===== config.mk =====
export PLATFORM = sky130hd
export DESIGN_NAME = reg_file_3p_flat
export DESIGN_NICKNAME = d
export VERILOG_FILES = /design/src/rtl/cpu_pkg.sv /design/src/rtl/reg_file_3p_if.sv /design/src/rtl/rf_read_port.sv /design/src/rtl/reg_file_3p.sv /design/src/flat_wrapper.sv
export SDC_FILE = /design/constraint.sdc
export NUM_CORES = 1
export LEC_CHECK = 0
export ABC_CLOCK_PERIOD_IN_PS = 2300
export CAP_MARGIN = 15
export CORE_MARGIN = 2
export CORE_UTILIZATION = 60
export CTS_BUF_LIST = sky130_fd_sc_hd__clkbuf_4
export CTS_CLUSTER_SIZE = 10
export DETAILED_ROUTE_END_ITERATION = 10
export GPL_TIMING_DRIVEN = 1
export PLACE_DENSITY = 0.81
export RECOVER_POWER = 50
export SYNTH_ARGS = -nofsm -noshare
export SYNTH_HDL_FRONTEND = slang
export SYNTH_SLANG_ARGS = --single-unit

===== constraint.sdc =====
create_clock -name CLK -period 2.3 [get_ports CLK]
set_input_delay 0.23 -clock CLK [delete_from_list [all_inputs] [get_ports CLK]]
set_output_delay 0.23 -clock CLK [all_outputs]
set_load 0.02 [all_outputs]

===== src/rtl/cpu_pkg.sv =====
// Shared datapath constants and register-index type for the ARM-style core.
// Used by the register file, the read-address muxes and the decoder.
package cpu_pkg;

    localparam int DATA_WIDTH = 32;
    localparam int ADDR_WIDTH = 4;
    localparam int NUM_REGS   = 15;

    typedef logic [ADDR_WIDTH-1:0] reg_idx_t;
    typedef logic [DATA_WIDTH-1:0] word_t;

    localparam reg_idx_t REG_PC = 4'd15;
    localparam reg_idx_t REG_LR = 4'd14;

endpackage


===== src/rtl/reg_file_3p_if.sv =====
// Register-file bus: two read ports, general write port, link-register port, PC+8 input.
// The datapath drives it through master; the register file receives it through slave.
interface reg_file_3p_if;
    import cpu_pkg::*;

    reg_idx_t    A1;
    reg_idx_t    A2;
    reg_idx_t    A3;
    word_t       WD3;
    logic        WE3;
    logic        WE_LR;
    word_t       LR_D;
    word_t       R15;
    word_t       RD1;
    word_t       RD2;
    logic [15:0] WR_COUNT;

    modport master (
        output A1, A2, A3, WD3, WE3, WE_LR, LR_D, R15,
        input  RD1, RD2, WR_COUNT
    );

    modport slave (
        input  A1, A2, A3, WD3, WE3, WE_LR, LR_D, R15,
        output RD1, RD2, WR_COUNT
    );

endinterface


===== src/rtl/rf_read_port.sv =====
// One combinational read port: index decode, R15 (PC+8) substitution and,
// when REGFILE_BYPASS_EN is defined, forwarding of the write committing this cycle.
module rf_read_port
    import cpu_pkg::*;
(
    input  logic [NUM_REGS-1:0][DATA_WIDTH-1:0] regs_i,
    input  reg_idx_t                            addr_i,
    input  word_t                               r15_i,
`ifdef REGFILE_BYPASS_EN
    input  logic                                wr_en_i,
    input  reg_idx_t                            wr_idx_i,
    input  word_t                               wr_data_i,
    input  logic                                lr_en_i,
    input  word_t                               lr_data_i,
`endif
    output word_t                               rd_o
);

    always_comb begin
        // NOTE: rd_o is assigned on every path first so no latch is inferred.
        rd_o = r15_i;
        if (addr_i != REG_PC) begin
            rd_o = regs_i[addr_i];
`ifdef REGFILE_BYPASS_EN
            // General port outranks the link port, matching the write priority.
            if (wr_en_i && (wr_idx_i == addr_i)) begin
                rd_o = wr_data_i;
            end else if (lr_en_i && (addr_i == REG_LR)) begin
                rd_o = lr_data_i;
            end
`endif
        end
    end

endmodule


===== src/rtl/reg_file_3p.sv =====
// Architectural register file R0..R14 with PC+8 on index 15, two read ports,
// a general write port and a link-register port. Optional forwarding: REGFILE_BYPASS_EN.
module reg_file_3p
    import cpu_pkg::*;
(
    input  logic          CLK,
    input  logic          RST_N,
    reg_file_3p_if.slave  bus
);

    logic [NUM_REGS-1:0][DATA_WIDTH-1:0] regs_q, regs_d;
    logic [15:0]                         count_q, count_d;

    logic        gen_ok;
    logic        lr_ok;
    logic [1:0]  n_writes;
    logic [16:0] count_sum;

    // Writes to index 15 are dropped; a general write to R14 suppresses the link write.
    assign gen_ok   = bus.WE3 && (bus.A3 != REG_PC);
    assign lr_ok    = bus.WE_LR && !(gen_ok && (bus.A3 == REG_LR));
    assign n_writes = {1'b0, gen_ok} + {1'b0, lr_ok};

    always_comb begin
        regs_d = regs_q;
        if (lr_ok) begin
            regs_d[REG_LR] = bus.LR_D;
        end
        if (gen_ok) begin
            regs_d[bus.A3] = bus.WD3;
        end
    end

    assign count_sum = {1'b0, count_q} + 17'(n_writes);
    assign count_d   = count_sum[16] ? 16'hFFFF : count_sum[15:0];

    always_ff @(posedge CLK or negedge RST_N) begin
        if (!RST_N) begin
            // NOTE: the register array is reset too, so reads of R0..R14 are 0 after reset.
            regs_q  <= '0;
            count_q <= '0;
        end else begin
            // NOTE: non-blocking updates keep every read this cycle on the old contents.
            regs_q  <= regs_d;
            count_q <= count_d;
        end
    end

    assign bus.WR_COUNT = count_q;

    always_ff @(posedge CLK) begin
        if (RST_N) begin
            assert (!$isunknown({bus.WE3, bus.WE_LR}));
        end
    end

    rf_read_port u_rd1 (
        .regs_i    (regs_q),
        .addr_i    (bus.A1),
        .r15_i     (bus.R15),
`ifdef REGFILE_BYPASS_EN
        .wr_en_i   (gen_ok),
        .wr_idx_i  (bus.A3),
        .wr_data_i (bus.WD3),
        .lr_en_i   (lr_ok),
        .lr_data_i (bus.LR_D),
`endif
        .rd_o      (bus.RD1)
    );

    rf_read_port u_rd2 (
        .regs_i    (regs_q),
        .addr_i    (bus.A2),
        .r15_i     (bus.R15),
`ifdef REGFILE_BYPASS_EN
        .wr_en_i   (gen_ok),
        .wr_idx_i  (bus.A3),
        .wr_data_i (bus.WD3),
        .lr_en_i   (lr_ok),
        .lr_data_i (bus.LR_D),
`endif
        .rd_o      (bus.RD2)
    );

endmodule


===== src/flat_wrapper.sv =====
// flat-port wrapper written by rule: the top's interface ports become plain ports
module reg_file_3p_flat import cpu_pkg::*;
  (CLK, RST_N, bus_A1, bus_A2, bus_A3, bus_WD3, bus_WE3, bus_WE_LR, bus_LR_D, bus_R15, bus_RD1, bus_RD2, bus_WR_COUNT);
  reg_file_3p_if bus_i ();
  input  logic CLK;
  input  logic RST_N;
  input wire logic [$bits(bus_i.A1)-1:0] bus_A1;
  input wire logic [$bits(bus_i.A2)-1:0] bus_A2;
  input wire logic [$bits(bus_i.A3)-1:0] bus_A3;
  input wire logic [$bits(bus_i.WD3)-1:0] bus_WD3;
  input wire logic [$bits(bus_i.WE3)-1:0] bus_WE3;
  input wire logic [$bits(bus_i.WE_LR)-1:0] bus_WE_LR;
  input wire logic [$bits(bus_i.LR_D)-1:0] bus_LR_D;
  input wire logic [$bits(bus_i.R15)-1:0] bus_R15;
  output wire logic [$bits(bus_i.RD1)-1:0] bus_RD1;
  output wire logic [$bits(bus_i.RD2)-1:0] bus_RD2;
  output wire logic [$bits(bus_i.WR_COUNT)-1:0] bus_WR_COUNT;
  assign bus_i.A1 = bus_A1;
  assign bus_i.A2 = bus_A2;
  assign bus_i.A3 = bus_A3;
  assign bus_i.WD3 = bus_WD3;
  assign bus_i.WE3 = bus_WE3;
  assign bus_i.WE_LR = bus_WE_LR;
  assign bus_i.LR_D = bus_LR_D;
  assign bus_i.R15 = bus_R15;
  assign bus_RD1 = bus_i.RD1;
  assign bus_RD2 = bus_i.RD2;
  assign bus_WR_COUNT = bus_i.WR_COUNT;
  reg_file_3p u_core (.CLK(CLK), .RST_N(RST_N), .bus(bus_i));
endmodule

==> Word-level counts from Yosys, hierarchy flattened <==
Index checks and enable logic that the tools add are counted.
{ "word_totals": {"ff_bits": 496, "input_bits": 112} }
{ "classes": {"add_sub_neg": 2, "magnitude_cmp": 4, "n_eq_ne": 4, "mux": 12, "reduce_logical": 5} }
{ "op_table": {"columns": ["operator", "count"], "rows": [
  ["$bwmux 480", 1],
  ["$mux 480", 1],
  ["$bmux 32 s4", 2],
  ["$mux 32", 6],
  ["$demux 32 s4", 1],
  ["$add 16x2->17", 1],
  ["$mux 16", 1],
  ["$lt 4x5->1 const B", 3],
  ["$ne 4x4->1 const B", 3],
  ["$eq 4x4->1 const B", 1],
  ["$ge 4x1->1 const B", 1],
  ["$logic_and 1x1->1", 4],
  ["$add 1x1->2", 1],
  ["$logic_not 1->1", 1]
]} }

==> Longest topological paths before layout <==
Gate-level depths: netlist of run 1.
{ "logic_depth": {"word_depth": 8, "depth_mapped": 11, "ltp_nobuf": 9} }

==> Cells and area by module <==
From an unflattened synthesis of run 1, not the netlist that was laid out.
{ "unflattened": {"cells_unflattened": 1962, "hier_area_um2": 27868.0} }
{ "modules_own_cells": {"columns": ["mod", "n_inst", "cells_each", "area_per_inst_um2", "seq_area_each_um2"], "rows": [
  ["reg_file_3p", 1, 1214, 19247.2, 12411.9],
  ["rf_read_port", 2, 374, 4310.4, 0.0]
]} }

==> Worst setup path before layout of run 1 <==
No wires, ideal clock.
{ "synth_path": {"path_kind": "input to register", "from": "input port bus_WE_LR", "to": "register u_core.count_q[14], in the netlist u_core.bus.WR_COUNT[14]", "setup_time_ns": 0.125, "arrival_time_ns": 2.324, "slack_ns": -0.149, "stages": 9, "n_path_buf": 2, "path_cell_list": "buf_2 > clkbuf_1 > nor2b_1 > fa_1 > ha_1 > and4_1 > and4_1 > nand3_1 > mux2_2"} }
{ "synth_between": {"elab_chain_len": 4} }
{ "synth_lines": {"columns": ["element", "line_no", "text"], "rows": [
  ["start: declaration", "flat_wrapper.sv:12", "input wire logic [$bits(bus_i.WE_LR)-1:0] bus_WE_LR;"],
  ["$logic_and 1x1->1", "reg_file_3p.sv:21", "assign lr_ok = bus.WE_LR && !(gen_ok && (bus.A3 == REG_LR));"],
  ["$add 1x1->2", "reg_file_3p.sv:22", "assign n_writes = {1'b0, gen_ok} + {1'b0, lr_ok};"],
  ["$add 16x2->17", "reg_file_3p.sv:34", "assign count_sum = {1'b0, count_q} + 17'(n_writes);"],
  ["$mux 16", "reg_file_3p.sv:35", "assign count_d = count_sum[16] ? 16'hFFFF : count_sum[15:0];"],
  ["net u_core.count_d[14]", "reg_file_3p.sv:12", "logic [15:0] count_q, count_d;"],
  ["end signal: assignment", "reg_file_3p.sv:45", "count_q <= count_d;"],
  ["end: declaration", "reg_file_3p.sv:12", null]
]} }
The timed path passes the listed nets, and every way through them passes these cells.
A chain may end at the register's enable or synchronous reset.

==> Final worst setup path of run 1 <==
{ "layout_path": {"from": "register u_core.regs_q[479] in the netlist's numbering", "to": "output port bus_RD1[31]"} }
{ "layout_between": {"elab_chain_len": 3} }
{ "layout_lines": {"columns": ["element", "line_no", "text"], "rows": [
  ["start: declaration", "reg_file_3p.sv:11", "logic [NUM_REGS-1:0][DATA_WIDTH-1:0] regs_q, regs_d;"],
  ["start signal: assignment", "reg_file_3p.sv:44", "regs_q <= regs_d;"],
  ["$bmux 32 s4", "rf_read_port.sv:23", "rd_o = regs_i[addr_i];"],
  ["$mux 32 (implied by the code)", "rf_read_port.sv:23", null],
  ["$mux 32", "rf_read_port.sv:22", "if (addr_i != REG_PC) begin"],
  ["end: declaration", "flat_wrapper.sv:15", "output wire logic [$bits(bus_i.RD1)-1:0] bus_RD1;"]
]} }
No other way between the ends. The select of a mux whose other input is x is not followed.

==> impl_metrics.env, run 1 <==
export IMPL_drt_antenna_violating_nets=0
export IMPL_finish_net_count=2511
export IMPL_worst_r2r_setup_slack_ns=0.13
export IMPL_drt_first_pass_iters=7
export IMPL_timing_critical_path_mode_cell="sky130_fd_sc_hd__mux4_2"
export IMPL_grt_total_usage=0.360
export IMPL_cp_required_ns=2.07
export IMPL_finalWeightedCongestion=0.907
export IMPL_drive_above_1_share=0.498
export IMPL_worstSetupPathDepth=3
export IMPL_setup_viol_count_final=64
export IMPL_synth_seq_cells=496
export IMPL_cp_start_kind="flip-flop"
export IMPL_grt_start_max_net_pins=80
export IMPL_floorplan_die_width_um=217
export IMPL_syn_mean_instance_area_um2=13.3
export IMPL_timing_critical_path_from="u_core.regs_q[479]"
export IMPL_multiInputGateArea_mm2=0.0145
export IMPL_timing_hold_worst_class="input port to flip-flop"
export IMPL_wirelength_um=84000
export IMPL_routed_via_count=20900
export IMPL_cp_data_arrival_time_ns=2.54
export IMPL_maxCapViolCount=3
export IMPL_cts_max_level=4
export IMPL_grt_overflow=0
export IMPL_post_synth_and_or_nand_nor_area_fraction=0.0331
export IMPL_synth_seq_area_share=0.457
export IMPL_clk_insertion_delay_late_ns=1.00
export IMPL_first_global_vias=22000
export IMPL_grt_pass1_wl_um=128000
export IMPL_final_hold_viol_count=0
export IMPL_worst_setup_skew_after_layout_ns=0.00990
export IMPL_chipHeight_um=217
export IMPL_number_of_core_rows=77
export IMPL_power_per_cell_area_mw_per_mm2=829
export IMPL_detail_route_wl_per_cell_um=27.2
export IMPL_area_used_by_sequential_logic_in_the_layout_mm2=0.0124
export IMPL_crit_reg2reg_launch="u_core.bus.WR_COUNT[0]"
export IMPL_cts_buffer_depth=3
export IMPL_violations_in_the_final_reports="max-capacitance violations, max-slew violations, negative setup slack"
export IMPL_crit_path_end_kind="primary output"
export IMPL_cp_num_buf_inv=1
export IMPL_synthesis_area_mm2=0.0271
export IMPL_detailedRoute_firstIterationViolations=2148
export IMPL_synth_top_family_by_area="multiplexers"
export IMPL_crit_fanout=2
export IMPL_power_static_leakage_nw=14.4
export IMPL_start_util=0.611
export IMPL_cp_slowest_stage_delay_ns=0.50
export IMPL_edff_count_synth=0
export IMPL_area_growth_syn_to_layout_pct=23.7
export IMPL_grt_setup_unrepaired="yes"
export IMPL_final_clock_period_utilization_by_the_worst_path=1.20
export IMPL_proportion_of_synthesized_area_in_mux_cells=0.380
export IMPL_cts_root_buffer_cell="sky130_fd_sc_hd__clkbuf_4"
export IMPL_timing_worst_slew_pin_value_ns=1.84
export IMPL_worstRegToRegCells=6
export IMPL_num_io_pins=192
export IMPL_synthTopCellsByArea="sky130_fd_sc_hd__dfrtp_1, sky130_fd_sc_hd__mux2_2, sky130_fd_sc_hd__mux4_2"
export IMPL_status="finished with violations"
export IMPL_remaining_drc_errors=0
export IMPL_synth_area_leader_cell="sky130_fd_sc_hd__dfrtp_1"
export IMPL_area_share_of_xor_xnor_cells_in_the_synthesized_design=0.00290
export IMPL_timing_critical_path_slowest_stage_cell="sky130_fd_sc_hd__mux4_2"
export IMPL_clk_pin_slew_worst_paths_ns=0.07
export IMPL_worst_setup_path_endpoint="bus_RD1[31]"
export IMPL_synth_compound_area_frac=0.0883
export IMPL_synth_top_cell_area_share=0.457
export IMPL_relative_slew_slack=-0.228
export IMPL_filler_cell_count=2720
export IMPL_post_synth_num_cell_types=43
export IMPL_critPathKind="flip-flop to primary output"
export IMPL_clock_sinks=496
export IMPL_grt_antenna_before_repair=2
export IMPL_synth_net_count=2154
export IMPL_layout_min_cycle_time_ns=2.77
export IMPL_yosysMostFrequentCell="sky130_fd_sc_hd__dfrtp_1"
export IMPL_crit_family="multiplexers"
export IMPL_timing_final_max_slew_violations=71
export IMPL_crit_path_cell_trace="mux4_2 > mux4_2 > buf_6"
export IMPL_synth_warnings=0
export IMPL_regToRegEndpoint="u_core.bus.WR_COUNT[14]"
export IMPL_pre_cts_ws_ns=-0.413
export IMPL_post_drt_via_cell_ratio=6.78
export IMPL_place_detailed_hpwl_um=52500
export IMPL_max_freq_mhz=361
export IMPL_fin_setup_tns_ns=-18.82
export IMPL_ys_top_cells_by_count="sky130_fd_sc_hd__dfrtp_1, sky130_fd_sc_hd__mux2_2, sky130_fd_sc_hd__mux2i_1"
export IMPL_cts_buffers=133
export IMPL_synth_async_reset_ratio=1.00
export IMPL_postSynthCellCount=2040
export IMPL_power_ir_vdd_worst_uv=644
export IMPL_core_area_mm2=0.0444
export IMPL_cts_tree="yes"
export IMPL_fin_ws_ns=-0.466
export IMPL_place_port_buffers=191
export IMPL_synth_adder_area_share=0.00120
export IMPL_synth_flop_cell="sky130_fd_sc_hd__dfrtp_1"
export IMPL_dieArea_mm2=0.0469
-- metrics by stage --
step	util	hold WS [ns]	instance area [um2]	power, mW	instances
floorplan	-	-0.0656	27100	16.7	2040
global placement	0.699	0.192	31000	19.1	2802
detailed placement	0.699	0.193	31000	19.6	2802
CTS	0.752	0.0914	33400	27.5	3068
global route	0.755	0.216	33600	29.1	3080
finish	0.756	0.131	33600	27.8	3084
-- layout make-up --
cell class,instances,share of cell area
clock inverter,34,0.00459
inverter,1,0.000112
antenna,5,0.000373
tap,592,0.0221
sequential,496,0.370
timing repair buffer,432,0.129
clock buffer,191,0.0427
multi-input combinational,1333,0.431
-- routing by layer --
layer / vias to the layer above / routed length [um] / GRT usage
met2: 1313 / 39600 / 0.564
met1: 10600 / 31700 / 0.462
met3: 317 / 8240 / 0.0919
met5: - / 0 / 0
met4: 0 / 4470 / 0.200
li1: 8626 / - / -
-- tightest hold or removal path, delay by kind of cell --
kind / cells / cell delay [ns]
buf+inv: 1 / 0.66
compound gates: 1 / 0.08
simple gates: 1 / 0.13
-- worst min-delay path by stage --
stage | from | cells after the start | end | slack, ns
after detailed placement | RST_N | 1 | async pin | 0.19
after global routing | bus_WD3[1] | 3 | u_core.regs_q[449] | 0.22
after global placement | RST_N | 1 | async pin | 0.19
final | bus_WD3[31] | 3 | u_core.regs_q[479] | 0.13
after CTS | bus_WD3[14] | 3 | u_core.regs_q[462] | 0.09
after floorplan | RST_N | 0 | async pin | -0.07
-- logic make-up after synthesis --
group           count (synthesis)
fa+ha+maj                       2
simple gates                  166
buf+inv                       211
mux                           803
xor+xnor                        9
compound gates                353
flops                         496
-- repair_timing --
| item | 4_1_cts | 5_1_grt |
|---|---|---|
| buffers inserted | 9 | 12 |
| hold endpoints to repair | 529 | 0 |
| hold buffers | 36 | 0 |
| endpoints found under the setup margin | 79 | 64 |
| pin swaps | 71 | 24 |
| gates resized for setup | 494 | 63 |
-- cells in the final DEF, fill, tap and decap left out, drive strengths merged, types with 2 or more instances in the layout --
| master | netlist | final |
|---|---|---|
| nand2b | 42 | 42 |
| a211o | 32 | 32 |
| clkdlybuf4s50 | 0 | 101 |
| inv | 1 | 13 |
| buf | 103 | 259 |
| nor2 | 12 | 12 |
| o221a | 31 | 31 |
| dlygate4sd2 | 0 | 15 |
| a22oi | 30 | 30 |
| o22ai | 64 | 64 |
| a31oi | 34 | 34 |
| dlygate4sd3 | 0 | 36 |
| nand3b | 2 | 2 |
| or2 | 2 | 2 |
| mux4 | 131 | 131 |
| mux2 | 481 | 481 |
| xor2 | 8 | 8 |
| clkbuf | 107 | 212 |
| and4 | 5 | 5 |
| or3 | 2 | 2 |
| clkinv | 0 | 21 |
| nand3 | 6 | 6 |
| mux2i | 191 | 191 |
| nand2 | 48 | 48 |
| nand4 | 6 | 6 |
| nor2b | 36 | 36 |
| o221ai | 31 | 31 |
| o21ai | 129 | 129 |
| dfrtp | 496 | 496 |
| diode | 0 | 5 |
-- power by group --
part	total [mW]	switching [mW]	internal (mW)
clock network	7.65	3.74	3.91
logic	7.86	3.38	4.48
registers	12.3	1.59	10.7
total	27.8	8.72	19.1
(Power assumes the default switching activity.)
==> run 2, diff against run 1 <==
Settings changed: SYNTH_HIERARCHICAL set to 1.
==> impl_metrics.env, run 2 <==
export IMPL_synth_net_count=2076
export IMPL_cts_root_buffer_cell="sky130_fd_sc_hd__clkbuf_4"
export IMPL_cp_start_kind="flip-flop"
export IMPL_clk_insertion_delay_late_ns=0.85
export IMPL_synth_async_reset_ratio=1.00
export IMPL_finalNonFillerCells=2992
export IMPL_finish_net_count=2412
export IMPL_switchingPower_mw=8.64
export IMPL_grt_total_usage=0.337
export IMPL_cp_data_arrival_time_ns=2.32
export IMPL_total_power_mw=28.5
export IMPL_max_freq_mhz=392
export IMPL_post_drt_via_cell_ratio=6.59
export IMPL_post_synth_num_cell_types=39
export IMPL_drt_antenna_violating_nets=0
export IMPL_power_static_leakage_nw=14.8
export IMPL_area_growth_syn_to_layout_pct=21.0
export IMPL_yosysMostFrequentCell="sky130_fd_sc_hd__dfrtp_1"
export IMPL_pre_cts_ws_ns=-0.316
export IMPL_postSynthCellCount=1962
export IMPL_timing_worst_slew_pin_value_ns=1.45
export IMPL_relative_slew_slack=0.0318
export IMPL_final_clock_period_utilization_by_the_worst_path=1.11
export IMPL_floorplan_die_width_um=220
export IMPL_clk_pin_slew_worst_paths_ns=0.07
export IMPL_placement_cell_area_mm2=0.0316
export IMPL_place_port_buffers=191
export IMPL_filler_cell_count=2808
export IMPL_worst_setup_skew_after_layout_ns=0.0262
export IMPL_synth_seq_cells=496
export IMPL_grt_setup_unrepaired="yes"
export IMPL_setup_viol_count_final=64
export IMPL_grt_pass1_wl_um=122000
export IMPL_routed_via_count=19700
export IMPL_maxCapViolCount=0
export IMPL_final_hold_viol_count=0
export IMPL_timing_final_max_slew_violations=0
export IMPL_cts_tree="yes"
export IMPL_fin_ws_ns=-0.252
export IMPL_final_design_area_no_fill_mm2=0.0337
export IMPL_whs_ns=0.0475
export IMPL_grt_start_max_net_pins=81
export IMPL_cts_buffers=135
export IMPL_layout_min_cycle_time_ns=2.55
export IMPL_power_share_switching=0.304
export IMPL_wirelength_um=78700
export IMPL_cp_required_ns=2.07
export IMPL_synth_top_cell_area_share=0.445
export IMPL_drive_above_1_share=0.493
export IMPL_start_util=0.611
export IMPL_first_global_vias=21500
export IMPL_number_of_core_rows=78
export IMPL_layout_cells_most_common_list="sky130_fd_sc_hd__dfrtp_1, sky130_fd_sc_hd__mux2_2, sky130_fd_sc_hd__clkbuf_4"
export IMPL_clock_sinks=496
export IMPL_cts_max_level=4
export IMPL_synth_seq_area_share=0.445
export IMPL_dieArea_mm2=0.0482
export IMPL_place_detailed_hpwl_um=49100
export IMPL_chipHeight_um=220
export IMPL_crit_fanout=3
export IMPL_final_common_cell="sky130_fd_sc_hd__dfrtp_1"
export IMPL_power_ir_vdd_worst_uv=473
export IMPL_finalWeightedCongestion=0.853
export IMPL_ys_top_cells_by_count="sky130_fd_sc_hd__dfrtp_1, sky130_fd_sc_hd__mux2_2, sky130_fd_sc_hd__mux2i_1"
export IMPL_synthesis_area_mm2=0.0279
export IMPL_timing_hold_worst_class="input port to flip-flop"
export IMPL_final_util=0.740
export IMPL_power_per_cell_area_mw_per_mm2=844
export IMPL_p_int_mw=19.8
export IMPL_pwr_share_comb=0.283
export IMPL_grt_overflow=0
export IMPL_synth_warnings=6
export IMPL_critPathKind="flip-flop to primary output"
export IMPL_num_io_pins=192
export IMPL_synthTopCellsByArea="sky130_fd_sc_hd__dfrtp_1, sky130_fd_sc_hd__mux4_2, sky130_fd_sc_hd__mux2_2"
export IMPL_remaining_drc_errors=0
export IMPL_p_seq_frac=0.432
export IMPL_fin_setup_tns_ns=-10.48
export IMPL_violations_in_the_final_reports="negative setup slack"
export IMPL_syn_mean_instance_area_um2=14.2
export IMPL_cts_buffer_depth=3
export IMPL_synth_area_leader_cell="sky130_fd_sc_hd__dfrtp_1"
export IMPL_crit_path_end_kind="primary output"
export IMPL_synth_flop_cell="sky130_fd_sc_hd__dfrtp_1"
export IMPL_drt_first_pass_iters=7
export IMPL_edff_count_synth=0
export IMPL_detail_route_wl_per_cell_um=26.3
export IMPL_grt_antenna_before_repair=1
export IMPL_numPlacedInstances=2730
export IMPL_core_area_mm2=0.0456
export IMPL_detailedRoute_firstIterationViolations=1784
export IMPL_share_clk_of_total_power=0.286
export IMPL_status="finished with violations"
[run 2: layer usage]
metal | wire [um] | global-route usage
met1 | 29900 | 0.427
met2 | 37700 | 0.538
met5 | 0 | 0
met3 | 7740 | 0.0969
met4 | 3330 | 0.160
[run 2: cell type report]
cell class	instances	area (um2)	share of cell area
clock inverters	33	235	0.00698
diodes	1	2.50	0.0000742
clock buffers	197	1480	0.0439
well taps	600	751	0.0223
flip-flops and latches	496	12400	0.368
repair buffers	394	4000	0.119
multi-input cells	1270	14800	0.440
inverters	1	3.75	0.000111
[run 2: worst max-delay path, cell delays in order, from the launching register on]
cell	delay, ns
sky130_fd_sc_hd__dfrtp_1	0.40
sky130_fd_sc_hd__mux4_2	0.47
sky130_fd_sc_hd__mux2i_2	0.20
sky130_fd_sc_hd__buf_4	0.17
sky130_fd_sc_hd__o22ai_4	0.07
sky130_fd_sc_hd__buf_6	0.15
[run 2: cell families after synthesis]
| group | share of synthesized area |
|---|---|
| AO/OA/AOI/OAI | 0.0467 |
| XOR/XNOR | 0.00314 |
| multiplexers | 0.426 |
| buffers and inverters | 0.0432 |
| flip-flops | 0.445 |
| adder cells (fa/ha/maj) | 0.00117 |
| AND/OR/NAND/NOR | 0.0345 |
[run 2: path summary, 6_finish.rpt]
| path | from | to | slack, ns | cells after the start |
|---|---|---|---|---|
| max | flip-flop | bus_RD1[30] | -0.25 | 5 |
| min | bus_LR_D[26] | u_core/regs_q[474] | 0.05 | 3 |
| max reg2reg | u_core/bus.WR_COUNT[0] | u_core/bus.WR_COUNT[14] | 0.36 | 6 |
| min reg2reg | flip-flop | flip-flop | 0.51 | 1 |
| max in group asynchronous | RST_N | async pin | 0.12 | 5 |
| min in group asynchronous | RST_N | async pin | 1.27 | 4 |
[run 2: repair_timing]
item	CTS	global route
setup endpoints to repair	64	64
gates resized for setup	403	43
hold buffers	19	0
hold endpoints to repair	512	0
pin swaps	8	9
setup buffers	9	4
[run 2: power by group through the flow]
stage | clock (mW) | combinational (mW) | sequential [mW]
2_1_floorplan | 0 | 5.20 | 11.9
3_3_place_gp | 0 | 7.28 | 12.1
3_5_place_dp | 0 | 7.54 | 12.4
4_1_cts | 8.24 | 7.84 | 12.2
5_1_grt | 8.76 | 8.52 | 12.5
6_report | 8.12 | 8.05 | 12.3
